### config.mk
export PLATFORM = sky130hd
export DESIGN_NAME = mmu_itlb_wrctrl
export DESIGN_NICKNAME = d
export VERILOG_FILES = /design/src/rtl/mmu_itlb_wrctrl_pkg.sv /design/src/rtl/mmu_itlb_wrctrl_refill_fifo.sv /design/src/rtl/mmu_itlb_wrctrl.sv
export SDC_FILE = /design/constraint.sdc
export NUM_CORES = 1
export LEC_CHECK = 0
export CAP_MARGIN = 20
export CORE_MARGIN = 1
export CORE_UTILIZATION = 36
export DETAILED_ROUTE_END_ITERATION = 8
export PLACE_DENSITY = 0.72
export SLEW_MARGIN = 20
export SYNTH_ARGS = -nofsm -noshare
export SYNTH_HDL_FRONTEND = slang
export SYNTH_HIERARCHICAL = 1
export SYNTH_SLANG_ARGS = --single-unit
### constraint.sdc
create_clock -name gclk -period 8.6 [get_ports gclk]
set_input_delay 1.72 -clock gclk [delete_from_list [all_inputs] [get_ports gclk]]
set_output_delay 1.72 -clock gclk [all_outputs]
set_load 0.03 [all_outputs]
### src/rtl/mmu_itlb_wrctrl_pkg.sv
// Shared types for the ITLB RAM write-port scheduler: RAM address/data,
// write requests, write-source and flush-walker state encodings.
package mmu_itlb_wrctrl_pkg;

    localparam int TID_W  = 6;
    localparam int IDX_W  = 3;
    localparam int DATA_W = 32;

    typedef struct packed {
        logic clk;
    } iu_clk_type;

    typedef struct packed {
        logic [TID_W-1:0] tid;
        logic [IDX_W-1:0] idx;
    } mmu_itlbram_addr_type;

    typedef logic [DATA_W-1:0] mmu_itlbram_data_type;

    typedef struct packed {
        mmu_itlbram_addr_type addr;
        mmu_itlbram_data_type data;
    } mmu_itlb_wreq_type;

    typedef enum logic [2:0] {
        WS_NONE   = 3'd0,
        WS_IU     = 3'd1,
        WS_SCRUB  = 3'd2,
        WS_REFILL = 3'd3,
        WS_FLUSH  = 3'd4
    } wsrc_e;

    typedef enum logic [1:0] {
        FL_IDLE = 2'd0,
        FL_WALK = 2'd1,
        FL_DONE = 2'd2
    } flush_state_e;

    localparam logic [IDX_W-1:0] IDX_MAX = {IDX_W{1'b1}};

endpackage

### src/rtl/mmu_itlb_wrctrl_refill_fifo.sv
// Small {addr,data} FIFO buffering memory-side refills; a push while full is
// accepted when the same cycle also pops.
module mmu_itlb_refill_fifo
    import mmu_itlb_wrctrl_pkg::*;
#(
    parameter int DEPTH = 2
) (
    input  logic              clk,
    input  logic              rst,
    input  logic              push,
    input  mmu_itlb_wreq_type push_data,
    input  logic              pop,
    output mmu_itlb_wreq_type pop_data,
    output logic              full,
    output logic              empty
);

    localparam int AW = $clog2(DEPTH);

    mmu_itlb_wreq_type mem_r [DEPTH];
    logic [AW:0] wr_ptr_r;
    logic [AW:0] rd_ptr_r;
    logic        do_pop_s;
    logic        do_push_s;

    assign empty     = (wr_ptr_r == rd_ptr_r);
    assign full      = (wr_ptr_r[AW] != rd_ptr_r[AW]) &&
                       (wr_ptr_r[AW-1:0] == rd_ptr_r[AW-1:0]);
    assign do_pop_s  = pop && !empty;
    assign do_push_s = push && (!full || do_pop_s);
    assign pop_data  = mem_r[rd_ptr_r[AW-1:0]];

    // Read/write pointers; the extra MSB separates full from empty.
    always_ff @(posedge clk) begin
        if (rst) begin
            wr_ptr_r <= '0;
            rd_ptr_r <= '0;
        end else begin
            if (do_push_s) wr_ptr_r <= wr_ptr_r + {{AW{1'b0}}, 1'b1};
            if (do_pop_s)  rd_ptr_r <= rd_ptr_r + {{AW{1'b0}}, 1'b1};
        end
    end

    // Entry storage; contents past the pointers are don't-care.
    always_ff @(posedge clk) begin
        if (do_push_s) mem_r[wr_ptr_r[AW-1:0]] <= push_data;
    end

endmodule

### src/rtl/mmu_itlb_wrctrl.sv
// ITLB RAM write-port scheduler: arbitrates IU, ECC scrub, buffered refill and
// per-thread flush writes onto one registered write port; reports ECC events.
module mmu_itlb_wrctrl
    import mmu_itlb_wrctrl_pkg::*;
#(
    parameter int FIFO_DEPTH  = 2,
    parameter int SBERR_CNT_W = 16
) (
    input  iu_clk_type              gclk,
    input  logic                    rst,
    input  logic                    iu_we,
    input  mmu_itlbram_addr_type    iu_addr,
    input  mmu_itlbram_data_type    iu_data,
    input  logic                    mem_valid,
    output logic                    mem_ready,
    input  mmu_itlbram_addr_type    mem_addr,
    input  mmu_itlbram_data_type    mem_data,
    input  logic                    flush_req,
    input  logic [TID_W-1:0]        flush_tid,
    output logic                    flush_busy,
    output logic                    flush_done,
    input  mmu_itlbram_addr_type    rd_addr,
    input  mmu_itlbram_data_type    ram_rdata,
    input  logic                    ram_sberr,
    input  logic                    ram_dberr,
    output logic                    ram_we,
    output mmu_itlbram_addr_type    ram_waddr,
    output mmu_itlbram_data_type    ram_wdata,
    output logic [SBERR_CNT_W-1:0]  sberr_cnt,
    output logic                    dberr_pulse
);

    logic                 clk;
    logic                 fifo_full_s;
    logic                 fifo_empty_s;
    logic                 fifo_push_s;
    logic                 fifo_pop_s;
    mmu_itlb_wreq_type    fifo_head_s;
    mmu_itlb_wreq_type    mem_req_s;
    logic                 refill_discard_s;
    wsrc_e                wsel_s;
    mmu_itlb_wreq_type    wreq_s;
    flush_state_e         fl_state_r;
    flush_state_e         fl_next_s;
    logic [TID_W-1:0]     fl_tid_r;
    logic [IDX_W-1:0]     fl_idx_r;
    logic                 fl_walk_s;
    logic                 fl_done_s;
    mmu_itlbram_addr_type rd_addr_d_r;
    logic                 scrub_pend_r;
    mmu_itlb_wreq_type    scrub_req_r;
    logic                 scrub_walk_hit_s;
    logic                 scrub_cancel_s;
    logic                 sberr_ev_s;

    assign clk = gclk.clk;

    assign mem_req_s.addr = mem_addr;
    assign mem_req_s.data = mem_data;
    assign mem_ready      = !fifo_full_s;
    assign fifo_push_s    = mem_valid && !fifo_full_s;

    mmu_itlb_refill_fifo #(
        .DEPTH (FIFO_DEPTH)
    ) u_refill_fifo (
        .clk       (clk),
        .rst       (rst),
        .push      (fifo_push_s),
        .push_data (mem_req_s),
        .pop       (fifo_pop_s),
        .pop_data  (fifo_head_s),
        .full      (fifo_full_s),
        .empty     (fifo_empty_s)
    );

    // A refill for the thread being flushed is dropped instead of written back.
    assign refill_discard_s = fl_walk_s && !fifo_empty_s && (fifo_head_s.addr.tid == fl_tid_r);
    assign scrub_walk_hit_s = fl_walk_s && (scrub_req_r.addr.tid == fl_tid_r);
    assign fifo_pop_s       = (wsel_s == WS_REFILL) || refill_discard_s;
    assign sberr_ev_s       = ram_sberr && !ram_dberr;

    // Fixed-priority grant: IU > scrub > refill > flush.
    always_comb begin
        wsel_s = WS_NONE;
        if (iu_we) begin
            wsel_s = WS_IU;
        end else if (scrub_pend_r && !scrub_walk_hit_s) begin
            wsel_s = WS_SCRUB;
        end else if (!fifo_empty_s && !refill_discard_s) begin
            wsel_s = WS_REFILL;
        end else if (fl_walk_s) begin
            wsel_s = WS_FLUSH;
        end else begin
            wsel_s = WS_NONE;
        end
    end

    // Mux the granted request.
    always_comb begin
        wreq_s = '0;
        case (wsel_s)
            WS_IU: begin
                wreq_s.addr = iu_addr;
                wreq_s.data = iu_data;
            end
            WS_SCRUB:  wreq_s = scrub_req_r;
            WS_REFILL: wreq_s = fifo_head_s;
            WS_FLUSH: begin
                wreq_s.addr.tid = fl_tid_r;
                wreq_s.addr.idx = fl_idx_r;
                wreq_s.data     = '0;
            end
            default:   wreq_s = '0;
        endcase
    end

    // Registered RAM write port.
    always_ff @(posedge clk) begin
        if (rst) begin
            ram_we    <= 1'b0;
            ram_waddr <= '0;
            ram_wdata <= '0;
        end else begin
            ram_we    <= (wsel_s != WS_NONE);
            ram_waddr <= wreq_s.addr;
            ram_wdata <= wreq_s.data;
        end
    end

    // Flush walker state, latched thread and index.
    always_ff @(posedge clk) begin
        if (rst) begin
            fl_state_r <= FL_IDLE;
            fl_tid_r   <= '0;
            fl_idx_r   <= '0;
        end else begin
            fl_state_r <= fl_next_s;
            if ((fl_state_r == FL_IDLE) && flush_req) begin
                fl_tid_r <= flush_tid;
                fl_idx_r <= '0;
            end else if (wsel_s == WS_FLUSH) begin
                fl_idx_r <= fl_idx_r + {{(IDX_W-1){1'b0}}, 1'b1};
            end
        end
    end

    // Flush walker next state; the index only advances on a granted write.
    always_comb begin
        fl_next_s = fl_state_r;
        case (fl_state_r)
            FL_IDLE: fl_next_s = flush_req ? FL_WALK : FL_IDLE;
            FL_WALK: fl_next_s = ((wsel_s == WS_FLUSH) && (fl_idx_r == IDX_MAX)) ? FL_DONE : FL_WALK;
            FL_DONE: fl_next_s = FL_IDLE;
            default: fl_next_s = FL_IDLE;
        endcase
    end

    // Flush walker decoded outputs.
    always_comb begin
        fl_walk_s  = (fl_state_r == FL_WALK);
        fl_done_s  = (fl_state_r == FL_DONE);
        flush_busy = fl_walk_s;
    end

    // Cancel a pending scrub that a newer write or the flush would make stale.
    assign scrub_cancel_s = scrub_pend_r &&
        ((((wsel_s == WS_IU) || (wsel_s == WS_REFILL)) && (wreq_s.addr == scrub_req_r.addr)) ||
         scrub_walk_hit_s);

    // Scrubber: align read address with RAM data, hold one corrected entry.
    always_ff @(posedge clk) begin
        if (rst) begin
            rd_addr_d_r  <= '0;
            scrub_pend_r <= 1'b0;
            scrub_req_r  <= '0;
        end else begin
            rd_addr_d_r <= rd_addr;
            if (scrub_pend_r) begin
                if ((wsel_s == WS_SCRUB) || scrub_cancel_s) scrub_pend_r <= 1'b0;
            end else if (sberr_ev_s) begin
                scrub_pend_r     <= 1'b1;
                scrub_req_r.addr <= rd_addr_d_r;
                scrub_req_r.data <= ram_rdata;
            end
        end
    end

    // Status outputs: ECC event reporting and flush completion pulse.
    always_ff @(posedge clk) begin
        if (rst) begin
            sberr_cnt   <= '0;
            dberr_pulse <= 1'b0;
            flush_done  <= 1'b0;
        end else begin
            if (sberr_ev_s && (sberr_cnt != {SBERR_CNT_W{1'b1}})) begin
                sberr_cnt <= sberr_cnt + {{(SBERR_CNT_W-1){1'b0}}, 1'b1};
            end
            dberr_pulse <= ram_dberr;
            flush_done  <= fl_done_s;
        end
    end

endmodule

After elaboration in Yosys (flattened, before gate mapping)
Memories as Yosys holds them, arrays and structs flattened. A register that Yosys moved wholly into a read port is not among the register bits.
Cells that the tools add are included.
{"block": "totals", "regBits": 126, "ram_bits": 82, "inputBits": 136, "out_inout_bits": 62, "elab_cells": 82, "memories": 1}
{"name": "u_refill_fifo.mem_r", "depth": 2, "word_bits": 41, "read_ports": 1, "rd_ports_with_merged_regs": 1, "wr": 1, "line": "mmu_itlb_wrctrl_refill_fifo.sv:20", "rtl": "mmu_itlb_wreq_type mem_r [DEPTH];"}
{"block": "op_classes", "addsub": 4, "n_eq_ne": 14, "n_mux": 15, "bitwise": 1, "reduce_logical": 29}
{"operator": "$pmux W41 S4", "count": 1}
{"operator": "$add A16 B1 Y16 const B", "count": 1}
{"operator": "$ne A16 B16 Y1 const B", "count": 1}
{"operator": "$logic_and A1 B1 Y1", "count": 15}
{"operator": "$eq A6 B6 Y1", "count": 2}
{"operator": "$mux W3", "count": 4}
{"operator": "$eq A9 B9 Y1", "count": 1}
{"operator": "$mux W1", "count": 8}
{"operator": "$eq A3 B2 Y1 const B", "count": 2}
{"operator": "$eq A3 B3 Y1 const B", "count": 2}
{"operator": "$logic_not A1 Y1", "count": 5}
{"operator": "$logic_or A1 B1 Y1", "count": 5}
{"operator": "$add A2 B1 Y2 const B", "count": 2}
{"operator": "$pmux W2 S2", "count": 1}
{"operator": "$add A3 B1 Y3 const B", "count": 1}
{"operator": "$eq A3 B1 Y1 const B", "count": 1}
{"operator": "$reduce_bool A3 Y1", "count": 1}
{"operator": "$eq A2 B1 Y1 const B", "count": 1}
{"operator": "$eq A2 B2 Y1", "count": 1}
{"operator": "$eq A2 B2 Y1 const B", "count": 1}
{"operator": "$logic_not A2 Y1", "count": 1}
{"operator": "$mux W2", "count": 1}
{"operator": "$reduce_and A2 Y1", "count": 1}
{"operator": "$reduce_or A2 Y1", "count": 1}
{"operator": "3 further kinds", "count": 3}

Longest topological paths before layout
Gate-level depths: netlist (run 1).
{"block": "depth", "word_depth": 18, "depth_mapped": 12}

Cells and area by module
The synthesis (run 1) kept the hierarchy.
{"mod": "mmu_itlb_wrctrl", "instances": 1, "cells_per_inst": 569, "area_each_um2": 5292.6}
{"mod": "mmu_itlb_refill_fifo", "instances": 1, "cells_per_inst": 163, "area_each_um2": 3243.1}

Worst setup path before layout (run 1)
Ideal clock, no wire load.
{"block": "synth_timing", "kind": "input to register", "startpoint": "input port iu_we", "endpoint": "memory u_refill_fifo/mem_r[1][0] (netlist name), enable pin", "setup_time_ns": 0.453, "arrival_ns": 4.919, "required_time_ns": 8.147, "slack_ns": 3.228, "cell_stages": 9, "path_buffers": 4, "path_cell_list": "clkbuf_1 clkbuf_1 clkbuf_1 nor2_1 a21oi_1 nor2_1 buf_6 nor2b_1 a21oi_1"}
{"block": "synth_between", "elab_chain_len": 8}
{"element": "start: declaration", "line": "mmu_itlb_wrctrl.sv:11", "rtl": "input logic iu_we,"}
{"element": "$mux W3", "line": "mmu_itlb_wrctrl.sv:85", "rtl": "if (iu_we) begin"}
{"element": "$eq A3 B2 Y1", "line": "mmu_itlb_wrctrl.sv:79", "rtl": "assign fifo_pop_s = (wsel_s == WS_REFILL) || refill_discard_s;"}
{"element": "$logic_or A1 B1 Y1", "line": "mmu_itlb_wrctrl.sv:79"}
{"element": "named net fifo_pop_s", "line": "mmu_itlb_wrctrl.sv:37", "rtl": "logic fifo_pop_s;"}
{"element": "$logic_and A1 B1 Y1", "line": "mmu_itlb_wrctrl_refill_fifo.sv:29", "rtl": "assign do_pop_s = pop && !empty;"}
{"element": "$logic_or A1 B1 Y1", "line": "mmu_itlb_wrctrl_refill_fifo.sv:30", "rtl": "assign do_push_s = push && (!full || do_pop_s);"}
{"element": "$logic_and A1 B1 Y1", "line": "mmu_itlb_wrctrl_refill_fifo.sv:30"}
{"element": "$mux W1", "line": "mmu_itlb_wrctrl_refill_fifo.sv:46", "rtl": "if (do_push_s) mem_r[wr_ptr_r[AW-1:0]] <= push_data;"}
{"element": "$mux W1 (not written as such)", "line": "mmu_itlb_wrctrl_refill_fifo.sv:46"}
{"element": "end: declaration", "line": "mmu_itlb_wrctrl_refill_fifo.sv:20"}
The timed path passes the listed nets, and every way through them passes these cells.

==> out/qor.txt, run 1 <==
CTS tree - built
fillcell total - 2,061
Routed WL per cell - 17.3 um
complex-gate fraction of the synthesized area - 15.4%
worst r2r path cells - 9
Final Hold Fails - 0
top_reg_cell synth - dfxtp_1
Clock power frac - 40.1%
Die Wd - 156 um
commonest cells after routing, fill and taps aside - 195 x clkdlybuf4s50_1, 126 x dfxtp_1, 107 x nand2_1
Detailed Route WL - 21,500 um
final setup fails - 0
die area - 24,300 sq um
Die Height - 156 um
Worst Path Required - 8.93 ns
critical-path cell list - mux2_2, xor2_1, nor4_4, a21oi_2, and2_4, a221oi_2, xnor2_1, nor4_1, a311oi_1
WHS Path Cells - 2
drc violations - 0
Max Fclk - 262 MHz
Min-Delay Path Class - flop to flop
xor and xnor area share after synthesis - 3.66%
initial antenna violation count - 1
CP Capture Type - flop
Sink Count - 209
Syn Nets - 871
Max stage delay on crit path - 0.99 ns
vias - 6,272
first-pass GRT wire length - 33,400 um
PwrDens - 217 nW/um^2
P_int - 1890 uW
RSZ-0062 raised after global routing - no
maximum vdd drop - 0.120 mV
vias per cell - 5.05
Core Footprint - 22,900 sq um
Post-Synth Simple-Gate Area - 12.2%
hold slack - 0.436 ns
Max-Cap Viols - 0
row cnt - 55
DR pass1 iterations - 5
post-synthesis sequential area ratio - 58.6%
Flop pwr share - 45.1%
fin crit period - 3.82 ns
overall power - 2510 uW
total track usage - 17.5%
layout cells sized above 1 - 11.7%
num ports - 198
P&R area growth vs syn - 35.2%
Slew Viols, Final - 0
Post-CTS Resized - 0
DP HPWL - 14,100 um
Cells after Synth - 732
crit path kind - flop to flop
RD Place Congestion - 0.819
Final nets - 1,051
DRT iter0 DRCs - 343
total gr overflow - 0
H-tree depth - 1
Initial Utilization - 37.2%
multi-input logic area - 3300 sq um
Slowest-stage cell, CP - dfxtp_2
crit share post-route - 44.4%
largest net degree at the start of global routing - 87
status - completed
Synth Register Bits - 209
Port Buffers - 197
register area - 5010 sq um
CP max FO - 41
Yosys warnings - 6
vias in the first global route - 6,116
worst slew pin tran - 1.03 ns
largest family of logic cells by synthesized area - compound AO/OA/AOI/OAI gates
post-synthesis async set-or-reset flop share - 0%
post-synth cell types - 62
min-delay src - rd_addr_d_r[7]
crit path DAT - 4.15 ns
Post-CTS Setup Inserts - 0
Clock Path Buffers - 3
commonest non-fill, non-tap cell in the layout - clkdlybuf4s50_1
Relative slew margins - 31.3%
post-route ant nets - 0
Worst-path clk slew - 0.06 ns
Psw - 616 uW
combinational share of power - 14.9%
cts-stage hold buffer count - 0
Static Leak - 0.00429 uW
CP startpoint kind - flop
latest clock arrival within the worst-skew pair - 0.50 ns
Netlist Area Pre-Place - 8540 sq um
switching share of power - 24.6%
Final Skew - 0.0153 ns
Synth Area in Adders - 0.440%
clk root buf - clkbuf_16
EDFF count, synth - 82
syn_area_per_cell - 11.7 sq um
CTS buffer count - 24
multiplexer area fraction after synthesis - 6.70%
Final TNS setup - 0 ns
-- Yosys cell counts (all sizes together), types with 2 or more instances --
master    n  area (sq um)
mux2i    11           110
a31oi     4          25.0
edfxtp   82          2460
ha        3          37.5
xnor2    14           123
a311oi    2          23.8
o31a      2          17.5
nand2b    7          51.3
xor2     20           190
nor4      3          48.8
nor2b    16           100
nand4     3          18.8
buf      17           111
dfxtp   127          2540
inv       7          26.3
o21ai    12          60.1
a221o    32           320
nand3     6          30.0
clkbuf   32           120
a22oi     5          42.5
nand2   108           408
or3       7          43.8
and2      4          27.5
a311o     2          20.0
a21oi    62           314
o211a    32           320
and4      4          35.0
a221oi    7          86.3
nor3     10          82.6
nor2     35           131
mux2     41           462
nor3b     2          15.0
-- state kept, by name (all words and copies together), names as in the netlist, 2 cells and up, named ones only --
| name | flops |
|---|---|
| fl_idx_r | 3 |
| fl_state_r | 2 |
| fl_tid_r | 6 |
| ram_waddr | 9 |
| ram_wdata | 32 |
| rd_addr_d_r | 9 |
| sberr_cnt | 16 |
| scrub_req_r | 41 |
| u_refill_fifo/mem_r | 82 |
| u_refill_fifo/rd_ptr_r | 2 |
| u_refill_fifo/wr_ptr_r | 2 |
-- layout make-up --
class | instances | area share [%]
Timing Repair Buffer | 203 | 17.5
Antenna cell | 1 | 0.0217
Inverter | 7 | 0.228
Multi-Input combinational cell | 467 | 28.6
Clock inverter | 9 | 0.846
Sequential cell | 209 | 43.4
Tap cell | 313 | 3.39
Clock buffer | 34 | 5.98
-- worst max-delay path, delay by kind of cell, from the launching register on --
family          cells  cell delay [ns]
compound gates      3             0.75
xor+xnor            2             0.44
flops               1             0.99
simple gates        3             0.96
mux                 1             0.46
-- power by group through the flow --
| stage | Clock [uW] | Sequential (uW) | Combinational, uW |
|---|---|---|---|
| after floorplan | 0 | 1180 | 190 |
| after global placement | 0 | 1150 | 367 |
| after detailed placement | 0 | 1150 | 371 |
| after CTS | 1030 | 1130 | 374 |
| after global routing | 1080 | 1140 | 401 |
| final | 1000 | 1130 | 372 |
-- worst paths after layout --
path,slack [ns],endpoint
min reg2reg,0.44,scrub_req_r[39]
max,4.78,scrub_pend_r
min,0.44,scrub_req_r[39]
max reg2reg,4.78,scrub_pend_r
-- cells by family after synthesis --
group / after synthesis
muxes: 52
adders and majority gates: 3
AOI/OAI and AO/OA: 167
xor gates and xnor gates: 34
buffers and inverters: 56
DFF: 209
and+or+nand+nor: 211
-- per-stage QoR --
stage | std cells | instance area [sq um] | util, % | setup WS [ns]
floorplan | 732 | 8540 | - | 3.23
global placement | 1198 | 10700 | 46.8 | 4.38
detailed placement | 1198 | 10700 | 46.8 | 4.34
CTS | 1241 | 11500 | 50.2 | 4.67
global route | 1242 | 11500 | 50.3 | 4.44
finish | 1243 | 11500 | 50.3 | 4.78
-- per-layer routing --
layer,vias up,part of all wire (%),GRT usage [%]
met5,-,0,0
met4,0,1.9,4.72
met3,28,7.2,3.92
met2,210,47,28.7
met1,3008,44,23.1
li1,3026,-,-
Power figures use the tool's default switching activity.
==> run 2: changes to the inputs <==
--- a/config.mk
+++ b/config.mk
@@ -9,7 +9,7 @@
 export CORE_MARGIN = 1
 export CORE_UTILIZATION = 36
 export DETAILED_ROUTE_END_ITERATION = 8
-export PLACE_DENSITY = 0.72
+export PLACE_DENSITY = 0.74
 export SLEW_MARGIN = 20
 export SYNTH_ARGS = -nofsm -noshare
 export SYNTH_HDL_FRONTEND = slang
==> constraint.sdc (replaced) <==
create_clock -name gclk -period 3.3 [get_ports gclk]
set_input_delay 0.66 -clock gclk [delete_from_list [all_inputs] [get_ports gclk]]
set_output_delay 0.66 -clock gclk [all_outputs]
set_load 0.03 [all_outputs]
==> out/qor.txt, run 2 (synthesis gave the netlist of run 1 again) <==
status - completed
row cnt - 55 (unchanged)
CTS buffer count - 23 (-4.2%)
Post-CTS Resized - 0 (unchanged)
latest clock arrival within the worst-skew pair - 0.51 ns (about the same)
Place WS - 0.370 ns (-3.97 ns)
Slew Viols, Final - 0 (unchanged)
Core Footprint - 22,900 sq um (unchanged)
PwrDens - 549 nW/um^2 (+150%)
num ports - 198 (unchanged)
Worst-path clk slew - 0.06 ns (about the same)
final setup fails - 0 (unchanged)
Sink Count - 209 (unchanged)
commonest non-fill, non-tap cell in the layout - clkdlybuf4s50_1
commonest cells after routing, fill and taps aside - 195 x clkdlybuf4s50_1, 126 x dfxtp_1, 107 x nand2_1
Final Hold Fails - 0 (unchanged)
Max-Cap Viols - 0 (unchanged)
Final nets - 1,065 (+1.3%)
total track usage - 18.1% (+0.60 points)
layout cells sized above 1 - 13.1% (+1.4 points)
final setup margin - 0.317 ns (-4.47 ns)
vias - 6,336 (+1.0%)
Worst Path Required - 3.66 ns (-5.27 ns)
total gr overflow - 0 (unchanged)
Min-Delay Path Class - flop to flop
cts-stage hold buffer count - 0 (unchanged)
Detailed Route WL - 22,200 um (+3.3%)
vias per cell - 5.04 (-0.10%)
vias in the first global route - 6,329 (+3.5%)
CP startpoint kind - flop
Max Fclk - 335 MHz (+28%)
P&R area growth vs syn - 36.0%
DR pass1 iterations - 5 (unchanged)
crit path DAT - 3.35 ns (-0.80 ns)
crit path kind - flop to flop
DRT iter0 DRCs - 370 (+7.9%)
Relative slew margins - 40.8% (+9.5 points)
H-tree depth - 1 (unchanged)
Static Leak - 0.00433 uW (+1.0%)
maximum vdd drop - 0.297 mV (+150%)
die area - 24,300 sq um (unchanged)
crit share post-route - 90.4% (+46 points)
drc violations - 0 (unchanged)
CP max FO - 19 (-54%)
Largest register FFs - 82 (unchanged)
Die Wd - 156 um (unchanged)
fin crit period - 2.98 ns (-0.835 ns)
DP HPWL - 15,500 um (+10%)
initial antenna violation count - 1 (unchanged)
fillcell total - 2,050 (-0.53%)
Die Height - 156 um (unchanged)
Final Skew - 0.0150 ns (-0.000357 ns)
Post-CTS Setup Inserts - 0 (unchanged)
RSZ-0062 raised after global routing - no
CP Capture Type - flop
Initial Utilization - 37.2% (unchanged)
first-pass GRT wire length - 34,100 um (+2.3%)
Clock Path Buffers - 3 (unchanged)
CTS tree - built
largest net degree at the start of global routing - 60 (-31%)
Final TNS setup - 0 ns (unchanged)
post-route ant nets - 0 (unchanged)
clk root buf - clkbuf_16
worst slew pin tran - 0.888 ns (-0.143 ns)
Port Buffers - 197 (unchanged)
Routed WL per cell - 17.6 um (+2.2%)
RD Place Congestion - 0.890 (+8.7%)
run 2: changes by cell type in the layout (fill, tap and decap cells not counted), sizes merged:
cell / previous run / this run
bufinv: 2 / 0
buf: 8 / 23
clkinvlp: 0 / 2
inv: 8 / 9
clkbuf: 34 / 32
run 2: cell type report:
type                       instances  area [sq um]  area share, %
timing repair buffer             218          2160           18.6
antenna                            1          2.50         0.0216
inverter                           7          26.3          0.226
clock buffer                      32           662           5.70
multi-input combinational        467          3290           28.4
clock inverter                    10          66.3          0.571
sequential                       209          5010           43.1
tap                              313           392           3.37
run 2: where the power goes:
part,internal (uW),switching [uW]
Sequential,2870,70.3
Clock,1410,1010
Combinational,477,540
Total,4760,1620
run 2: final timing paths:
path	startpoint	end	slack, ns	depth (start not counted)
worst max-delay path	flop	scrub_pend_r	0.32	10
worst min-delay path	rd_addr_d_r[4]	scrub_req_r[36]	0.44	2
worst max register to register	flop	scrub_pend_r	0.32	10
worst min register to register	rd_addr_d_r[4]	scrub_req_r[36]	0.44	2
run 2: worst max-delay path, stage by stage (launching register included):
cell and delay [ns]:
dfxtp_2 0.42, buf_4 0.23, mux2_2 0.37, xor2_1 0.18
nor3_2 0.09, a21oi_2 0.40, and2_4 0.41, a221oi_2 0.12
xnor2_1 0.15, nor4_1 0.33, a311oi_1 0.15
run 2: stage by stage:
step	utilization (%)	hold slack (ns)	std cells	instance area, sq um	total power [uW]
6_report	50.7	0.436	1257	11600	6380
5_1_grt	50.7	0.459	1257	11600	6620
4_1_cts	50.6	0.436	1256	11600	6450
3_5_place_dp	47.5	0.428	1214	10900	4010
3_3_place_gp	47.5	0.422	1214	10900	4000
2_1_floorplan	-	0.417	732	8550	3570
run 2: metal layers:
metal / vias up / routed length (um) / global-route usage (%)
met3: 36 / 1100 / 2.39
met5: - / 0 / 0
li1: 3054 / - / -
met4: 0 / 630 / 6.86
met2: 210 / 10700 / 29.9
met1: 3036 / 9780 / 23.9
